===== src/rtl/dpram_stream_reader.sv =====
`default_nettype none
// ----------------------------------------------------------------------------
// dpram_stream_reader : streams len words from one port of a registered-read
// dual-port RAM onto a valid/ready interface through a 2-entry FIFO.
// Revision: 1.0
// ----------------------------------------------------------------------------
module dpram_stream_reader #(
  parameter int ADDR_WIDTH = 15,
  parameter int DATA_WIDTH = 8
) (
  input  logic                  clock,
  input  logic                  reset,
  input  logic                  start,
  input  logic [ADDR_WIDTH-1:0] base_addr,
  input  logic [ADDR_WIDTH:0]   len,
  input  logic                  abort,
  output logic                  busy,
  output logic                  done,
  output logic [ADDR_WIDTH-1:0] ram_address,
  output logic                  ram_wren,
  output logic [DATA_WIDTH-1:0] ram_data,
  input  logic [DATA_WIDTH-1:0] ram_q,
  output logic [DATA_WIDTH-1:0] out_data,
  output logic                  out_valid,
  input  logic                  out_ready
);

  typedef enum logic [0:0] {
    S_IDLE = 1'b0,
    S_RUN  = 1'b1
  } state_t;

  localparam logic [ADDR_WIDTH-1:0] c_ptr_one = 1;
  localparam logic [ADDR_WIDTH:0]   c_cnt_one = 1;

  state_t                r_state;
  logic [ADDR_WIDTH-1:0] r_ptr;
  logic [ADDR_WIDTH:0]   r_rem_issue;
  logic [ADDR_WIDTH:0]   r_rem_deliver;
  logic                  r_inflight;
  logic [DATA_WIDTH-1:0] r_fifo [2];
  logic                  r_rd_idx;
  logic                  r_wr_idx;
  logic [1:0]            r_count;
  logic                  r_done;

  logic       w_pop;
  logic       w_push;
  logic       w_issue;
  logic       w_last;
  logic [2:0] w_occ;

  assign w_pop  = out_valid & out_ready;
  assign w_push = r_inflight;
  // Occupancy after this cycle's pop, counting the read still in the RAM pipe.
  assign w_occ  = {1'b0, r_count} + {2'b00, r_inflight} - {2'b00, w_pop};
  assign w_issue = (r_state == S_RUN) && !abort && (r_rem_issue != '0) && (w_occ < 3'd2);
  assign w_last  = w_pop && (r_rem_deliver == c_cnt_one);

  assign busy        = (r_state == S_RUN);
  assign done        = r_done;
  assign ram_address = r_ptr;
  assign ram_wren    = 1'b0;
  assign ram_data    = '0;
  assign out_valid   = (r_count != 2'd0);
  assign out_data    = r_fifo[r_rd_idx];

  always_ff @(posedge clock) begin
    if (reset) begin
      r_state       <= S_IDLE;
      r_ptr         <= '0;
      r_rem_issue   <= '0;
      r_rem_deliver <= '0;
      r_inflight    <= 1'b0;
      r_fifo[0]     <= '0;
      r_fifo[1]     <= '0;
      r_rd_idx      <= 1'b0;
      r_wr_idx      <= 1'b0;
      r_count       <= 2'd0;
      r_done        <= 1'b0;
    end else begin
      r_done <= 1'b0;
      case (r_state)
        S_IDLE: begin
          if (start) begin
            if (len == '0) begin
              r_done <= 1'b1;
            end else begin
              r_state       <= S_RUN;
              r_ptr         <= base_addr;
              r_rem_issue   <= len;
              r_rem_deliver <= len;
            end
          end
        end
        S_RUN: begin
          if (abort) begin
            // Flush everything, including the read still returning from the RAM.
            r_state    <= S_IDLE;
            r_inflight <= 1'b0;
            r_count    <= 2'd0;
            r_rd_idx   <= 1'b0;
            r_wr_idx   <= 1'b0;
          end else begin
            if (w_issue) begin
              r_ptr       <= r_ptr + c_ptr_one;
              r_rem_issue <= r_rem_issue - c_cnt_one;
            end
            r_inflight <= w_issue;
            if (w_push) begin
              r_fifo[r_wr_idx] <= ram_q;
              r_wr_idx         <= ~r_wr_idx;
            end
            if (w_pop) begin
              r_rd_idx      <= ~r_rd_idx;
              r_rem_deliver <= r_rem_deliver - c_cnt_one;
            end
            r_count <= r_count + {1'b0, w_push} - {1'b0, w_pop};
            if (w_last) begin
              r_state <= S_IDLE;
              r_done  <= 1'b1;
            end
          end
        end
        default: r_state <= S_IDLE;
      endcase
    end
  end

endmodule
`default_nettype wire

===== config.mk =====
export PLATFORM = sky130hd
export DESIGN_NAME = dpram_stream_reader
export DESIGN_NICKNAME = d
export VERILOG_FILES = /design/src/rtl/dpram_stream_reader.sv
export SDC_FILE = /design/constraint.sdc
export NUM_CORES = 1
export LEC_CHECK = 0
export CAP_MARGIN = 20
export CORE_MARGIN = 2
export CORE_UTILIZATION = 56
export CTS_CLUSTER_SIZE = 8
export DETAILED_ROUTE_END_ITERATION = 6
export PLACE_DENSITY_LB_ADDON = 0.3
export SLEW_MARGIN = 40
export SYNTH_ARGS = -nofsm -noshare
export SYNTH_HDL_FRONTEND = slang
export SYNTH_SLANG_ARGS = --single-unit
export TNS_END_PERCENT = 20

===== constraint.sdc =====
create_clock -name clock -period 6.85 [get_ports clock]
set_clock_uncertainty 0.1 [all_clocks]
set_input_delay 2.055 -clock clock [delete_from_list [all_inputs] [get_ports clock]]
set_output_delay 2.055 -clock clock [all_outputs]
set_load 0.03 [all_outputs]

==> results.rst, run 1 <==
.. list-table::
   :header-rows: 1

   * - Metric
     - Value
   * - Result of the run
     - finished, final reports clean
   * - Fraction of final layout cells sized beyond drive strength 1
     - 7.19%
   * - Leakage
     - 0.00175 uW
   * - Maximum cell stage delay along the critical path
     - 580 ps
   * - Count of cells resized by post-cts repair
     - 0
   * - Synth Area in Compound Gates
     - 24.5%
   * - Yosys warning total
     - 0
   * - Global router's overall resource usage
     - 26.9%
   * - Final HPWL from detailed placement
     - 7070 um
   * - Gr ovfl total
     - 0
   * - Largest family of logic cells by synthesized area
     - simple AND/OR/NAND/NOR gates
   * - Sequential element share of the synthesized area
     - 39.3%
   * - Startpoint of the lowest-slack hold path
     - r_rem_deliver[10]
   * - Post-synth cell types
     - 54
   * - Min-Delay Path Depth
     - 2
   * - Class of the most critical hold timing path
     - reg -> reg
   * - Top flip-flop cell by instance count after synthesis
     - sky130_fd_sc_hd__dfxtp_1
   * - Synthesized area per cell
     - 8.05 um^2
   * - CTS tree
     - yes
   * - Crit Reg-Reg Startpoint
     - r_count[1]
   * - Simple-gate share of the synthesized area
     - 24.6%
   * - Area growth syn-to-layout
     - 22.8%
   * - Worst Setup Slack, final
     - 2140 ps
   * - Number of buffers added for setup after CTS
     - 0
   * - TritonCTS Sinks
     - 71
   * - Clk root buf
     - sky130_fd_sc_hd__clkbuf_8
   * - Placed instance area
     - 0.00471 mm^2
   * - Maximum fanout count along the critical path
     - 36
   * - Arrival time of data at the critical path endpoint
     - 4870 ps
   * - First drt pass iteration count
     - 5
   * - Slew at the pin closest to its max-slew limit
     - 799 ps
   * - Reported net switching power
     - 358 uW
   * - Via count of the routed design
     - 3975
   * - Most frequent cells in the layout
     - sky130_fd_sc_hd__clkdlybuf4s50_1, sky130_fd_sc_hd__o21ai_0, sky130_fd_sc_hd__a21oi_1
   * - Die extent in y
     - 88.8 um
   * - Number of cells traversed by the worst register-to-register path
     - 10
   * - Adder-Cell Fraction of Synth Area
     - 2.36%
   * - Count of mapped cells out of synthesis
     - 500
   * - Synth Register Bits
     - 71
   * - Global placement routability congestion
     - 0.885
   * - Utilization of the core after routing
     - 71.9%
   * - Number of synthesized flops with an enable pin
     - 16
   * - Final Hold Violating Endpoints
     - 0
   * - Average wire length per cell after detail routing
     - 16.0 um
   * - Buffer levels on the longest clock path
     - 2
   * - Worst Setup Path Type
     - in -> reg
   * - Antenna violations before repair
     - 0
   * - Fill cell total of the finished layout
     - 549
   * - Clock input transition at the sequential cells of the worst setup and hold paths
     - 90 ps
   * - Area inside the core boundary
     - 0.00687 mm^2
   * - Type of destination of the critical path
     - flop
   * - Post-synthesis instance area
     - 0.00402 mm^2
   * - Power Internal
     - 763 uW
   * - Input/output buffers
     - 69
   * - Most common cell after layout, fill and taps aside
     - sky130_fd_sc_hd__clkdlybuf4s50_1
   * - Total power consumption of the routed design
     - 1120 uW
   * - Detailed-route wire length
     - 10400 um
   * - Source-to-sink clock delay at the later pin of the worst-skew pair
     - 360 ps
   * - Starting Density
     - 58.6%
   * - Crit-path leading delay family
     - compound AO/OA/AOI/OAI gates
   * - CP required
     - 7010 ps
   * - WP buf/inv
     - 2
   * - Die span in x
     - 88.8 um
   * - Max-cap violations
     - 0
   * - Slew headroom
     - 46.6%
   * - Period minus WS final
     - 4710 ps
   * - Ratio of total power to cell area
     - 227 mW/mm^2
   * - Largest net degree at the start of global routing
     - 62
   * - Antenna-violating nets left
     - 0
   * - Placement-stage worst setup slack
     - 1830 ps
   * - Ordered list of cells on the worst path
     - clkdlybuf4s50_1, o21ai_0, mux2i_1, ha_1, inv_1, fa_1, xnor2_1, and3_1, a21o_2, a21oi_1, a311oi_1
   * - Cell row count
     - 30
   * - Sink of the worst hold path
     - r_rem_deliver[10]
   * - Master of the slowest instance on the critical path
     - sky130_fd_sc_hd__a21o_2
   * - Antenna Diode Count
     - 0
   * - Post-synthesis mux area share
     - 3.23%
   * - CTS buffer count
     - 9
   * - Final slew viol count
     - 0
   * - Comb pwr share
     - 22.6%
   * - Via count normalized by instance count
     - 6.10
   * - Share of the synthesized netlist area taken by xor and xnor gates
     - 0.218%
   * - Final Setup Violations
     - 0
   * - Via count of the first global-routing pass
     - 3583
   * - DRT iter0 DRCs
     - 400
   * - Hold buffer count at cts
     - 0
   * - Switching Share
     - 31.9%
   * - Reg2Reg Capture Point
     - ram_address[6]
   * - F_max
     - 213 MHz
   * - Part of the power in registers
     - 43.0%
   * - Total I/O pin count
     - 79
   * - Area of the die
     - 0.00788 mm^2
   * - NumNets Final
     - 602
   * - Share of the clock period used by the worst path after layout
     - 68.7%
   * - Worst VDD drop
     - 0.113 mV
   * - Share of flip-flops with an asynchronous set or reset after synthesis
     - 0%
   * - Startpoint Class
     - input pin
   * - # DRC
     - 0
   * - Post-route cell area
     - 0.00494 mm^2
   * - Setup Total Neg Slack
     - 0 ps
   * - Number of levels the H-tree was split into
     - 3
   * - Worst-case register-to-register setup slack
     - 3860 ps
   * - Wire length of the first global-routing pass
     - 16600 um
   * - Clock share of power
     - 34.4%
   * - Unrepaired setup endpoints after global routing
     - false
==> metrics by stage <==
stage	hold slack, ps	cells
final	373	652
after global routing	386	652
after CTS	369	652
after detailed placement	358	636
after global placement	354	636
after floorplan	336	508
==> worst register-to-register path: cells and delay by family, from the launching register on <==
kind,cells,cell delay (ps)
fa+ha+maj,2,540
xor+xnor,1,140
compound gates,4,1190
mux,1,160
simple gates,1,290
flops,1,440
buf+inv,1,40
==> state kept, by name, summed over array words and instances, names as in the netlist, named ones only <==
register,count
r_fifo,16
r_rem_deliver,16
r_rem_issue,16
ram_address,15
r_count,2
busy,1
done,1
r_inflight,1
r_rd_idx,1
r_wr_idx,1
==> layout make-up <==
cell class,instances,area [um^2],share of cell area (%)
inverters,10,37.5,0.760
well taps,96,120,2.43
clock buffers,9,124,2.51
clock inverters,7,103,2.08
multi-input cells,386,2260,45.7
repair buffers,73,716,14.5
flip-flops and latches,71,1580,32.0
==> how the worst max path moves through the flow <==
stage	from	endpoint	cells past startpoint
final	out_ready	ram_address[6]	11
after global routing	out_ready	r_rem_issue[12]	11
after CTS	out_ready	ram_address[6]	11
after detailed placement	out_ready	ram_address[6]	11
after global placement	out_ready	r_rem_issue[0]	11
after floorplan	out_ready	ram_address[1]	12
==> logic make-up after synthesis <==
family / after synthesis
buf+inv: 51
fa+ha+maj: 7
flops: 71
compound gates: 168
mux: 12
xor+xnor: 1
other cells: 1
simple gates: 189
==> power groups by stage <==
stage / Combinational (uW) / Sequential, uW / Clock [uW]
floorplan: 158 / 499 / 0
global placement: 240 / 489 / 0
detailed placement: 247 / 491 / 0
CTS: 249 / 481 / 388
global route: 277 / 487 / 407
finish: 253 / 482 / 386
==> synth_stat cells, drive strengths merged (6+ instances only) <==
cell type  instances  share of area [%]
nor2b             15                2.3
nand3             10                1.2
or3                6               0.93
nor4              13                2.4
edfxtp            16                 12
nor3              20                2.5
ha                 6                1.9
a21oi             56                7.1
inv                9               0.84
o21ai             63                7.8
or2                7                1.1
o21a               8                1.5
mux2               8                2.2
nand2             39                3.6
dfxtp             55                 27
and2              22                3.4
buf               12                2.1
clkbuf            29                2.7
nor2              36                3.4
==> per-layer routing <==
layer	routed length, um	vias up	track usage (%)
met5	0	-	0
met4	297	0	13.1
met3	673	30	4.20
met2	4940	172	42.9
met1	4510	1870	35.7
li1	-	1903	-
Power figures use the tool's default switching activity.
==> run 2, diff against run 1 <==
CORE_UTILIZATION = 47   (was 56)
clock period = 4.29 ns   (was 6.85 ns; I/O delays follow)
==> run 2 against run 1 <==
Effect of this change: clock-buffer cell count did not move; largest power group unchanged; setup slack got worse by 1500 ps; global-route usage fell by 3.7 points; critical endpoint is now ram_address[13]; highest routed layer unchanged; critical path depth did not move.
==> results.rst, run 2 (synthesized netlist as in run 1, its figures left out) <==
.. list-table::
   :header-rows: 1

   * - Metric
     - Value
   * - Starting Density
     - 48.7% (was 58.6%)
   * - Hold buffer count at cts
     - 0 (unchanged)
   * - Via count of the first global-routing pass
     - 3520 (was 3583)
   * - First drt pass iteration count
     - 5 (unchanged)
   * - Antenna violations before repair
     - 0 (unchanged)
   * - Global router's overall resource usage
     - 23.3% (was 26.9%)
   * - Max-cap violations
     - 0 (unchanged)
   * - Number of buffers added for setup after CTS
     - 0 (unchanged)
   * - Crit Reg-Reg Startpoint
     - r_count[1] (unchanged)
   * - DRT iter0 DRCs
     - 266 (was 400)
   * - Final Setup Violations
     - 0 (unchanged)
   * - Ratio of total power to cell area
     - 347 mW/mm^2 (was 227 mW/mm^2)
   * - Total I/O pin count
     - 79 (unchanged)
   * - Most frequent cells in the layout
     - sky130_fd_sc_hd__clkdlybuf4s50_1, sky130_fd_sc_hd__o21ai_0, sky130_fd_sc_hd__a21oi_1 (unchanged)
   * - Input/output buffers
     - 69 (unchanged)
   * - Cell row count
     - 33 (was 30)
   * - Number of levels the H-tree was split into
     - 3 (unchanged)
   * - NumNets Final
     - 607 (was 602)
   * - Most common cell after layout, fill and taps aside
     - sky130_fd_sc_hd__clkdlybuf4s50_1 (unchanged)
   * - Worst VDD drop
     - 0.166 mV (was 0.113 mV)
   * - Source-to-sink clock delay at the later pin of the worst-skew pair
     - 350 ps (was 360 ps)
   * - Slew headroom
     - 54.2% (was 46.6%)
   * - Unrepaired setup endpoints after global routing
     - false (unchanged)
   * - Crit. Startpoint
     - out_ready (unchanged)
   * - Period minus WS final
     - 3650 ps
   * - Via count normalized by instance count
     - 5.93 (was 6.10)
   * - Buffer levels on the longest clock path
     - 2 (unchanged)
   * - Area growth syn-to-layout
     - 23.0% (was 22.8%)
   * - CTS buffer count
     - 9 (unchanged)
   * - TritonCTS Sinks
     - 71 (unchanged)
   * - Gr ovfl total
     - 0 (unchanged)
   * - Leakage
     - 0.00176 uW (was 0.00175 uW)
   * - Antenna-violating nets left
     - 0 (unchanged)
   * - Fraction of final layout cells sized beyond drive strength 1
     - 7.66% (was 7.19%)
   * - Share of the clock period used by the worst path after layout
     - 85.1%
   * - Result of the run
     - finished, final reports clean (unchanged)
   * - Worst Setup Slack, final
     - 640 ps (was 2140 ps)
   * - # DRC
     - 0 (unchanged)
   * - Largest regs
     - r_fifo: 16 flops, r_rem_deliver: 16 flops, r_rem_issue: 16 flops (unchanged)
   * - Class of the most critical hold timing path
     - reg -> reg (unchanged)
   * - Average wire length per cell after detail routing
     - 15.7 um (was 16.0 um)
   * - Final HPWL from detailed placement
     - 7270 um (was 7070 um)
   * - Placement-stage worst setup slack
     - 302 ps (was 1830 ps)
   * - CTS tree
     - yes (unchanged)
   * - CP required
     - 4470 ps (was 7010 ps)
   * - Clock input transition at the sequential cells of the worst setup and hold paths
     - 80 ps (was 90 ps)
   * - Area of the die
     - 0.00932 mm^2 (was 0.00788 mm^2)
   * - Global placement routability congestion
     - 0.871 (was 0.885)
   * - Worst Setup Path Type
     - in -> reg (unchanged)
   * - Via count of the routed design
     - 3950 (was 3975)
   * - Detailed-route wire length
     - 10400 um (about the same)
   * - Wire length of the first global-routing pass
     - 16800 um (was 16600 um)
   * - Startpoint Class
     - input pin (unchanged)
   * - Arrival time of data at the critical path endpoint
     - 3830 ps (was 4870 ps)
   * - Final Hold Violating Endpoints
     - 0 (unchanged)
   * - Setup Total Neg Slack
     - 0 ps (unchanged)
   * - Slew at the pin closest to its max-slew limit
     - 681 ps (was 799 ps)
   * - Largest net degree at the start of global routing
     - 62 (unchanged)
   * - Die extent in y
     - 96.5 um (was 88.8 um)
   * - Area inside the core boundary
     - 0.00826 mm^2 (was 0.00687 mm^2)
   * - Die span in x
     - 96.5 um (was 88.8 um)
   * - Final slew viol count
     - 0 (unchanged)
   * - Startpoint of the lowest-slack hold path
     - r_rem_deliver[10] (unchanged)
   * - F_max
     - 274 MHz
   * - Count of cells resized by post-cts repair
     - 0 (unchanged)
   * - Maximum fanout count along the critical path
     - 4 (was 36)
   * - Antenna Diode Count
     - 0 (unchanged)
   * - Clk root buf
     - sky130_fd_sc_hd__clkbuf_8 (unchanged)
   * - Type of destination of the critical path
     - flop (unchanged)
==> run 2: cell type report <==
class / count / area, um^2
Clock buffer: 9 / 124
Clock inverter: 7 / 72.6
Fill cell: 765 / 3310
Inverter: 10 / 37.5
Multi-Input combinational cell: 386 / 2250
Sequential cell: 71 / 1580
Tap cell: 105 / 131
Timing Repair Buffer: 78 / 753
==> run 2: routing by layer <==
metal  part of all wire (%)  global-route usage [%]  up-vias
li1                       -                       -     1931
met1                     46                    32.9     1844
met2                     45                    35.3      152
met3                    6.3                    3.65       23
met4                    2.2                    10.1        0
met5                      0                       0        -
==> run 2: critical path: stages <==
cell and delay (ps):
sky130_fd_sc_hd__clkdlybuf4s50_1 490, sky130_fd_sc_hd__o21ai_0 160, sky130_fd_sc_hd__mux2i_1 180, sky130_fd_sc_hd__ha_1 160, sky130_fd_sc_hd__inv_1 40, sky130_fd_sc_hd__fa_1 370
sky130_fd_sc_hd__xnor2_1 140, sky130_fd_sc_hd__and3_1 250, sky130_fd_sc_hd__a21oi_2 80, sky130_fd_sc_hd__or4_1 480, sky130_fd_sc_hd__a41oi_1 200
==> run 2: final timing paths <==
path | endpoint | slack (ps) | cells after the start
hold reg to reg | r_rem_deliver[10] | 370 | 2
hold / removal | r_rem_deliver[10] | 370 | 2
setup reg to reg | ram_address[13] | 1580 | 10
setup / recovery | ram_address[13] | 640 | 11
==> run 2: power breakdown <==
group / internal, uW / total [uW] / switching (uW)
logic: 164 / 406 / 242
clock network: 269 / 543 / 274
registers: 725 / 770 / 44.4
total: 1160 / 1720 / 561
==> run 2: through the flow <==
stage / utilization (%) / std cells / hold slack (ps) / total power [uW] / area, um^2
finish: 60.0 / 666 / 373 / 1720 / 4950
global placement: 57.5 / 650 / 353 / 1170 / 4750
detailed placement: 57.6 / 650 / 361 / 1190 / 4750
floorplan: - / 508 / 336 / 1050 / 4050
CTS: 60.0 / 666 / 371 / 1720 / 4950
global route: 60.0 / 666 / 400 / 1800 / 4950
==> run 3, diff against run 2 <==
CTS_CLUSTER_DIAMETER = 40   (was default)
==> results of run 3 <==
Same layout as run 2: the final DEF is identical, and so are final timing and power.
